<file path="src/rtl/fb_pkg.sv">
// Shared types and default geometry for the frame-buffer write path.
package fb_pkg;

  localparam int unsigned FB_DATA_W = 24;
  localparam int unsigned FB_ADDR_W = 18;
  localparam int unsigned FB_IMG_W  = 320;
  localparam int unsigned FB_IMG_H  = 240;

  typedef enum logic [1:0] {IDLE, WRITE, CLEAR, DONE} fbw_state_t;

  typedef struct packed {
    logic [7:0] r;
    logic [7:0] g;
    logic [7:0] b;
  } rgb_t;

  // Counter width that stays legal for single-entry dimensions.
  function automatic int unsigned cnt_width(input int unsigned n);
    return (n > 1) ? $clog2(n) : 1;
  endfunction

endpackage

</file>
<file path="src/rtl/fb_addr_counter.sv">
// Row-major x/y/address counter; the address is a running sum, so no multiplier.
module fb_addr_counter
  import fb_pkg::*;
#(
  parameter int unsigned IMG_W     = FB_IMG_W,
  parameter int unsigned IMG_H     = FB_IMG_H,
  parameter int unsigned ADDR_W    = FB_ADDR_W,
  parameter int unsigned BASE_ADDR = 0
) (
  input  logic              clk_i,
  input  logic              rst_i,
  input  logic              clear_i,
  input  logic              inc_i,
  input  logic              resync_i,
  output logic [ADDR_W-1:0] addr_o,
  output logic              origin_o,
  output logic              frame_last_o
);

  localparam int unsigned XW = cnt_width(IMG_W);
  localparam int unsigned YW = cnt_width(IMG_H);
  localparam logic [ADDR_W-1:0] Base  = ADDR_W'(BASE_ADDR);
  localparam logic [XW-1:0]     XLast = XW'(IMG_W - 1);
  localparam logic [YW-1:0]     YLast = YW'(IMG_H - 1);

  logic [XW-1:0]     x_q, x_d;
  logic [YW-1:0]     y_q, y_d;
  logic [ADDR_W-1:0] addr_q, addr_d;

  always_comb begin
    x_d    = x_q;
    y_d    = y_q;
    addr_d = addr_q;
    if (clear_i) begin
      x_d    = '0;
      y_d    = '0;
      addr_d = Base;
    end else if (resync_i) begin
      // Resync beat itself lands on the origin; the next one goes to (1,0).
      x_d    = XW'(1);
      y_d    = '0;
      addr_d = Base + ADDR_W'(1);
    end else if (inc_i) begin
      addr_d = addr_q + ADDR_W'(1);
      if (x_q == XLast) begin
        x_d = '0;
        y_d = (y_q == YLast) ? '0 : y_q + YW'(1);
      end else begin
        x_d = x_q + XW'(1);
      end
    end
  end

  always_ff @(posedge clk_i or posedge rst_i) begin
    if (rst_i) begin
      x_q    <= '0;
      y_q    <= '0;
      addr_q <= Base;
    end else begin
      x_q    <= x_d;
      y_q    <= y_d;
      addr_q <= addr_d;
    end
  end

  assign addr_o       = addr_q;
  assign origin_o     = (x_q == '0) && (y_q == '0);
  assign frame_last_o = (x_q == XLast) && (y_q == YLast);

endmodule

</file>
<file path="src/rtl/frame_buffer_writer.sv">
// Port-A writer for the frame memory: one registered write per accepted pixel beat.
// Optional full-frame clear is enabled with FRAME_BUFFER_WRITER_CLEAR_EN.
module frame_buffer_writer
  import fb_pkg::*;
#(
  parameter int unsigned IMG_W     = FB_IMG_W,
  parameter int unsigned IMG_H     = FB_IMG_H,
  parameter int unsigned ADDR_W    = FB_ADDR_W,
  parameter int unsigned DATA_W    = FB_DATA_W,
  parameter int unsigned BASE_ADDR = 0
) (
  input  logic              clk_i,
  input  logic              rst_i,
`ifdef FRAME_BUFFER_WRITER_CLEAR_EN
  input  logic              clear_req_i,
  input  logic [DATA_W-1:0] clear_color_i,
`endif
  input  logic              start_i,
  input  logic              in_valid_i,
  output logic              in_ready_o,
  input  logic [DATA_W-1:0] in_data_i,
  input  logic              in_sof_i,
  output logic              mem_we_o,
  output logic [ADDR_W-1:0] mem_addr_o,
  output logic [DATA_W-1:0] mem_wdata_o,
  output logic              busy_o,
  output logic              frame_done_o,
  output logic              sof_err_o
);

  localparam longint unsigned Span = 64'(BASE_ADDR) + 64'(IMG_W) * 64'(IMG_H);
  if (Span > (64'd1 << ADDR_W)) begin : g_range_err
    $error("frame_buffer_writer: frame does not fit in ADDR_W address space");
  end

  fbw_state_t        state_q, state_d;
  logic              clear_go, start_go, accept, resync, cnt_clear, cnt_inc;
  logic [ADDR_W-1:0] cnt_addr;
  logic              cnt_origin, cnt_last;
  logic              we_q, we_d, sof_err_q, sof_err_d;
  logic [ADDR_W-1:0] addr_q, addr_d;
  logic [DATA_W-1:0] wdata_q, wdata_d, fill_color;

`ifdef FRAME_BUFFER_WRITER_CLEAR_EN
  logic [DATA_W-1:0] color_q;

  assign clear_go   = (state_q == IDLE) && clear_req_i;
  assign fill_color = color_q;

  always_ff @(posedge clk_i or posedge rst_i) begin
    if (rst_i)         color_q <= '0;
    else if (clear_go) color_q <= clear_color_i;
  end
`else
  assign clear_go   = 1'b0;
  assign fill_color = '0;
`endif

  assign start_go  = (state_q == IDLE) && start_i && !clear_go;
  assign accept    = (state_q == WRITE) && in_valid_i;
  assign resync    = accept && in_sof_i && !cnt_origin;
  assign cnt_clear = start_go || clear_go;
  assign cnt_inc   = (accept && !resync) || (state_q == CLEAR);

  fb_addr_counter #(
    .IMG_W     (IMG_W),
    .IMG_H     (IMG_H),
    .ADDR_W    (ADDR_W),
    .BASE_ADDR (BASE_ADDR)
  ) u_cnt (
    .clk_i        (clk_i),
    .rst_i        (rst_i),
    .clear_i      (cnt_clear),
    .inc_i        (cnt_inc),
    .resync_i     (resync),
    .addr_o       (cnt_addr),
    .origin_o     (cnt_origin),
    .frame_last_o (cnt_last)
  );

  always_ff @(posedge clk_i or posedge rst_i) begin
    if (rst_i) state_q <= IDLE;
    else       state_q <= state_d;
  end

  always_comb begin
    state_d = state_q;
    unique case (state_q)
      IDLE: begin
        if (clear_go)      state_d = CLEAR;
        else if (start_go) state_d = WRITE;
      end
      WRITE:   if (accept && !resync && cnt_last) state_d = DONE;
      CLEAR:   if (cnt_last) state_d = DONE;
      DONE:    state_d = IDLE;
      default: state_d = IDLE;
    endcase
  end

  always_comb begin
    we_d      = accept || (state_q == CLEAR);
    addr_d    = resync ? ADDR_W'(BASE_ADDR) : cnt_addr;
    wdata_d   = (state_q == CLEAR) ? fill_color : in_data_i;
    sof_err_d = sof_err_q;
    if (start_go)    sof_err_d = 1'b0;
    else if (resync) sof_err_d = 1'b1;
  end

  always_ff @(posedge clk_i or posedge rst_i) begin
    if (rst_i) begin
      we_q      <= 1'b0;
      addr_q    <= '0;
      wdata_q   <= '0;
      sof_err_q <= 1'b0;
    end else begin
      we_q      <= we_d;
      sof_err_q <= sof_err_d;
      if (we_d) begin
        addr_q  <= addr_d;
        wdata_q <= wdata_d;
      end
    end
  end

  always_comb begin
    in_ready_o   = (state_q == WRITE);
    busy_o       = (state_q != IDLE);
    frame_done_o = (state_q == DONE);
    mem_we_o     = we_q;
    mem_addr_o   = addr_q;
    mem_wdata_o  = wdata_q;
    sof_err_o    = sof_err_q;
  end

endmodule

</file>
<file path="config.mk">
export PLATFORM = sky130hd
export DESIGN_NAME = frame_buffer_writer
export DESIGN_NICKNAME = d
export VERILOG_FILES = /design/src/rtl/fb_pkg.sv /design/src/rtl/fb_addr_counter.sv /design/src/rtl/frame_buffer_writer.sv
export SDC_FILE = /design/constraint.sdc
export NUM_CORES = 1
export LEC_CHECK = 0
export CORE_MARGIN = 8
export CORE_UTILIZATION = 50
export CTS_CLUSTER_SIZE = 30
export DETAILED_ROUTE_END_ITERATION = 10
export HOLD_SLACK_MARGIN = 0.12
export PLACE_DENSITY = 0.79
export SYNTH_ARGS = -nofsm -noshare
export SYNTH_HDL_FRONTEND = slang
export SYNTH_HIERARCHICAL = 1
export SYNTH_SLANG_ARGS = --single-unit
</file>
<file path="constraint.sdc">
create_clock -name clk_i -period 4.15 [get_ports clk_i]
set_input_delay 0.6225 -clock clk_i [delete_from_list [all_inputs] [get_ports clk_i]]
set_output_delay 0.6225 -clock clk_i [all_outputs]
set_load 0.05 [all_outputs]
</file>
==> reports/metrics.csv, run 1 <==
metric,value,unit
slew_viol_final,0,
max-vdd-ir-drop,167.2,uV
ys_seq_area_share,51.10,%
cts.clk_slew.worst_paths,0.09,ns
cts.path.max_buffers,2,
grt_pass1_vias,3284,
hp-class,reg -> reg,
synthFlopType,dfrtp_1,
synth_edf_count,0,
worst_slew_margin_rel,27.67,%
crit_type,reg -> reg,
max_stage_delay,0.95,ns
clk_latency,0.35,ns
drc,0,
wl,9.454,mm
syn-cell-area,0.003966,mm^2
drive_gt1_share,10.58,%
outcome,"finished, final reports clean",
nets,535,
fin_area,0.004979,mm^2
cts_max_level,3,
die_h,105.1,um
cap_violations,0,
critPathTopFamily,compound AO/OA/AOI/OAI gates,
initial_utilization,51.33,%
gp_congestion,0.8779,
core.rowCount,32,
rsz0062_at_grt,false,
cts_setup_buffers,0,
clock-root-buffer,clkbuf_8,
overflow,0,
ys_ff_latch,81,
num_antenna_cells,0,
synth.distinct_cells,47,
endpoint_kind,flip-flop,
cp_max_fo,15,
worstSetupStartpointType,flip-flop,
cts_tree,yes,
worstPathRequired,4.35,ns
period_share,76.41,%
p_per_area,398.3,mW/mm^2
dr.pass1.iters,4,
finalHoldViolCount,0,
cp.arrival,3.37,ns
syn-num-nets,463,
crit_buf_inv,1,
synthTopCellsByCount,"93 x nand2_1, 81 x dfrtp_1, 48 x a21oi_1",
grt_pass1_wl,16.19,mm
synth.most_common_cell,nand2_1,
antenna_found_initial,0,
first_iter_violations,185,
holdWs,0.5233,ns
cpMaxStageDelayCell,o311ai_0,
die-area,0.01104,mm^2
routed_via_density,5.499,
grt_max_degree,47,
core,0.007727,mm^2
fmax,315.4,MHz
synth_top_area_share,51.10,%
dp_hpwl,6.732,mm
route.vias.total,3316,
grt_usage,17.52,%
die_w,105.1,um
pin_count,76,
place_area,0.004777,mm^2
p_leak,2.101,nW
cts_sinks,81,
numCtsBuffers,9,
max_slew.worst_pin.slew,1.071,ns
cts_resized,0,
synthArstFlopShare,100.0,%
fin_crit,3.171,ns
areaGrowthSynthToFinish,25.52,%
synth_warnings,6,
setup_viol,0,
setup_tns,0,ns
ant_nets,0,
cts_hold_buf,0,
synth_top_area_cell,dfrtp_1,
syn_area_per_cell,9.354,um^2
io_buffers,75,
synth_area_leaders,"dfrtp_1 51%, nand2_1 8.8%, a21oi_1 6.1%",
crit_chain,"inv_1, ha_1, nor4b_1, and4_1, nand2b_1, a21o_1, o311ai_0, nor4_1, xnor2_1, nor2_1",
wl_per_cell,15.68,um
syn_inst,424,
skew,0.009549,ns
[cell type report]
cell class                      count  area, um^2
Clock buffer                        9       123.9
Clock inverter                      7       77.57
Fill cell                         624        2749
Inverter                           15       61.31
Multi-Input combinational cell    308        1765
Sequential cell                    81        2027
Tap cell                          102       127.6
Timing Repair Buffer               81       795.8
[power by group]
group	internal [mW]	switching (mW)
logic	0.167	0.308
registers	0.853	0.0724
clock network	0.283	0.299
[worst paths after layout]
path	from	end	slack, ns	cells after the start
setup reg to reg	u_cnt/x_q[0]$_DFFE_PP0P_	u_cnt/addr_o[12]$_DFFE_PP0P_	0.98	10
min in group asynchronous	rst_i	u_cnt/y_q[6]$_DFFE_PP0P_	0.59	2
max in group asynchronous	rst_i	u_cnt/addr_o[10]$_DFFE_PP0P_	2.88	3
hold reg to reg	mem_wdata_o[17]$_DFFE_PP0P_	mem_wdata_o[17]$_DFFE_PP0P_	0.52	2
setup / recovery	u_cnt/x_q[0]$_DFFE_PP0P_	u_cnt/addr_o[12]$_DFFE_PP0P_	0.98	10
hold / removal	mem_wdata_o[17]$_DFFE_PP0P_	mem_wdata_o[17]$_DFFE_PP0P_	0.52	2
[worst register-to-register path: stages (launching register included)]
cell and delay (ns):
dfrtp_1 0.43, inv_1 0.08, ha_1 0.20, nor4b_1 0.13, and4_1 0.21, nand2b_1 0.18, a21o_1 0.38, o311ai_0 0.96
nor4_1 0.18, xnor2_1 0.23, nor2_1 0.06
[registers in the layout (all words and copies together), names as in the netlist]
name / cells
mem_addr_o: 18
mem_wdata_o: 24
mem_we_o: 1
sof_err_o: 1
state_q: 2
u_cnt/addr_o: 18
u_cnt/x_q: 9
u_cnt/y_q: 8
[per-stage QoR]
stage / setup slack, ns / power [mW] / cells / utilization, %
floorplan: 1.205 / 1.254 / 424 / -
global placement: 1.148 / 1.402 / 587 / 61.82
detailed placement: 1.071 / 1.416 / 587 / 61.82
CTS: 1.068 / 2.008 / 603 / 64.43
global route: 0.7859 / 2.081 / 603 / 64.43
finish: 0.9792 / 1.983 / 603 / 64.43
[cells by family after synthesis]
kind of cell	after synthesis	share of synthesized area [%]
adder cells (fa/ha/maj)	10	3.155
buffers and inverters	35	4.448
multiplexers	5	1.293
flip-flops	81	51.10
XOR/XNOR	16	3.533
AND/OR/NAND/NOR	197	24.54
AO/OA/AOI/OAI	80	11.92
[placed cells by master, fill, tap and decap left out, drive strengths merged, types with 3 or more instances in the layout]
| cell type | instances |
|---|---|
| o31ai | 4 |
| o21ai | 10 |
| or2 | 3 |
| nand2 | 102 |
| or4 | 7 |
| clkbuf | 9 |
| xor2 | 7 |
| xnor2 | 9 |
| and4 | 3 |
| or3 | 3 |
| clkdlybuf4s50 | 75 |
| and2 | 3 |
| nor4b | 3 |
| and3 | 3 |
| nor2 | 32 |
| inv | 16 |
| buf | 6 |
| clkinv | 4 |
| nor4 | 5 |
| mux2i | 4 |
| nor3 | 4 |
| ha | 10 |
| dfrtp | 81 |
| a21oi | 58 |
| nand3 | 13 |
| nand4 | 11 |
[routing by layer]
layer / vias up / wire, um / part of all wire (%) / global-route usage, %
li1: 1587 / - / - / -
met1: 1619 / 4199 / 44 / 21.88
met2: 98 / 4539 / 48 / 28.91
met3: 12 / 568 / 6.0 / 3.808
met4: 0 / 146 / 1.5 / 6.932
met5: - / 0 / 0 / 0
(Power assumes the default switching activity.)
==> run 2, diff against run 1 <==
- CORE_UTILIZATION: 50 -> 47
- PLACE_DENSITY: 0.79 -> 0.78
- clock period: 4.15 -> 2.6 ns (I/O delays scaled with it)
==> reports/metrics.csv, run 2 (same netlist as run 1, synthesis figures left out) <==
metric,value,unit,change
outcome,"finished, final reports clean",,
fmax,398.6,MHz,+26%
p_per_area,628.8,mW/mm^2,+58%
crit-reg2reg-capture,u_cnt/addr_o[17]$_DFFE_PP0P_,,
ff2ff_path_depth,10,,unchanged
die_h,107.9,um,+2.7%
fillers,645,,+3.4%
p_comb_share,26.5,%,+2.6 points
clockPowerShare,28.4,%,-1.0 points
skew,0.006880,ns,-0.002669 ns
fin_crit,2.509,ns,-0.6621 ns
hp-class,in -> async,,
final_cells,626,,+3.8%
grt_pass1_wl,15.32,mm,-5.3%
r2r_start,u_cnt/y_q[1]$_DFFE_PP0P_,,
endpoint_kind,flip-flop,,
clk_latency,0.35,ns,about the same
swShare,34.10,%,-0.17 points
rrSetupSlack,0.09,ns,-0.89 ns
worst_slew_margin_rel,27.24,%,-0.43 points
grt_usage,16.09,%,-1.4 points
areaGrowthSynthToFinish,30.73,%,
cts_max_level,3,,unchanged
period_share,96.49,%,+20 points
mostFrequentLayoutCell,nand2_1,,
p_sw,1.112,mW,+64%
cp_max_fo,4,,-11
gp_congestion,0.8456,,-3.7%
clock-root-buffer,clkbuf_8,,
grt_max_degree,36,,-23%
cts_sinks,81,,unchanged
grt_pass1_vias,3339,,+1.7%
wl,9.527,mm,+0.77%
dr.pass1.iters,4,,unchanged
worstPathRequired,2.88,ns,-1.47 ns
cp.arrival,2.79,ns,-0.58 ns
final_cell_mix,"92 x nand2_1, 81 x dfrtp_1, 75 x clkdlybuf4s50_1, 48 x a21oi_1, 30 x nor2_1",,
numCtsBuffers,9,,unchanged
pre_cts_ws,-0.1390,ns,-1.210 ns
die_w,107.9,um,+2.7%
first_iter_violations,250,,+35%
max-vdd-ir-drop,292.3,uV,+75%
worst_slack,0.09125,ns,-0.8879 ns
p_leak,2.232,nW,+6.2%
ant_nets,0,,unchanged
routed_via_density,5.372,,-2.3%
worstSetupStartpointType,flip-flop,,
power_frac_seq,45.0,%,-1.7 points
cts.clk_slew.worst_paths,0.09,ns,about the same
num_antenna_cells,0,,unchanged
slew_viol_final,0,,unchanged
core,0.008217,mm^2,+6.3%
antenna_found_initial,0,,unchanged
largest_register_ffs,24,,unchanged
nets,555,,+3.7%
cts_tree,yes,,
power,3.260,mW,+64%
overflow,0,,unchanged
dp_hpwl,6.903,mm,+2.5%
drc,0,,unchanged
die-area,0.01163,mm^2,+5.4%
drive_gt1_share,15.16,%,+4.6 points
crit_type,reg -> reg,,
post-place-cells,606,,+3.2%
rsz0062_at_grt,true,,
wl_per_cell,15.22,um,-2.9%
io_buffers,75,,unchanged
max_slew.worst_pin.slew,1.085,ns,+0.01330 ns
initial_utilization,48.27,%,-3.1 points
pin_count,76,,unchanged
p_int,2.149,mW,+65%
setup_viol,0,,unchanged
route.vias.total,3363,,+1.4%
cap_violations,0,,unchanged
cts.path.max_buffers,2,,unchanged
finalHoldViolCount,0,,unchanged
core.rowCount,33,,+3.1%
run 2: cell types whose count changed in the layout (fill, tap and decap cells not counted), sizes merged:
cell / previous run / this run
buf: 6 / 26
run 2: power groups by stage:
stage	sequential, mW	clock (mW)	combinational (mW)
final	1.47	0.927	0.865
after global routing	1.48	1.01	0.931
after CTS	1.47	0.951	0.840
after detailed placement	1.50	0	0.821
after global placement	1.49	0	0.802
after floorplan	1.66	0	0.349
run 2: layout make-up:
type	count	area [um^2]	share of cell area [%]
sequential	81	2027	39.09
multi-input combinational	308	1818	35.06
inverter	15	61.31	1.182
clock buffer	9	123.9	2.389
tap	105	131.4	2.534
clock inverter	7	77.57	1.496
timing repair buffer	101	945.9	18.24
run 2: how the worst max path moves through the flow:
stage                                   startpoint                      endpoint  slack, ns  depth (start not counted)
after floorplan           u_cnt/x_q[0]$_DFFE_PP0P_  u_cnt/addr_o[13]$_DFFE_PP0P_       0.04                         12
after global placement    u_cnt/y_q[0]$_DFFE_PP0P_  u_cnt/addr_o[14]$_DFFE_PP0P_      -0.03                         10
after detailed placement  u_cnt/y_q[0]$_DFFE_PP0P_  u_cnt/addr_o[14]$_DFFE_PP0P_      -0.14                         10
after CTS                 u_cnt/y_q[0]$_DFFE_PP0P_  u_cnt/addr_o[17]$_DFFE_PP0P_       0.03                         10
after global routing      u_cnt/y_q[1]$_DFFE_PP0P_  u_cnt/addr_o[12]$_DFFE_PP0P_      -0.03                         10
final                     u_cnt/y_q[1]$_DFFE_PP0P_  u_cnt/addr_o[17]$_DFFE_PP0P_       0.09                         10
run 2: per-layer routing:
| layer | vias to the layer above | global-route usage (%) | share of wire [%] |
|---|---|---|---|
| li1 | 1634 | - | - |
| met1 | 1608 | 19.16 | 43 |
| met2 | 110 | 27.11 | 49 |
| met3 | 11 | 3.234 | 6.8 |
| met4 | 0 | 7.830 | 1.3 |
| met5 | - | 0 | 0 |
run 2: critical path, cell delays in order, from the launching register on:
cell      delay [ns]
dfrtp_1         0.43
inv_1           0.09
ha_1            0.13
nor4b_2         0.18
and4_1          0.24
nand2b_4        0.14
a21o_1          0.17
nand4_1         0.17
or4_1           0.44
or3_1           0.32
a21oi_1         0.13
run 2: stage by stage:
| stage | area (um^2) | setup TNS [ns] | hold WS [ns] | util, % |
|---|---|---|---|---|
| 2_1_floorplan | 3996 | 0 | 0.5079 | - |
| 3_3_place_gp | 4916 | -0.02799 | 0.5059 | 59.83 |
| 3_5_place_dp | 4916 | -0.3650 | 0.5165 | 59.83 |
| 4_1_cts | 5131 | 0 | 0.4816 | 62.45 |
| 5_1_grt | 5185 | -0.09404 | 0.5171 | 63.10 |
| 6_report | 5185 | 0 | 0.4706 | 63.10 |
run 2: timing repair:
action                                  4_1_cts  5_1_grt
endpoints found under the setup margin        5       12
pin swaps                                     1        1
hold buffers                                  0        0
gates resized for setup                       3        5
buffers inserted                              0        4
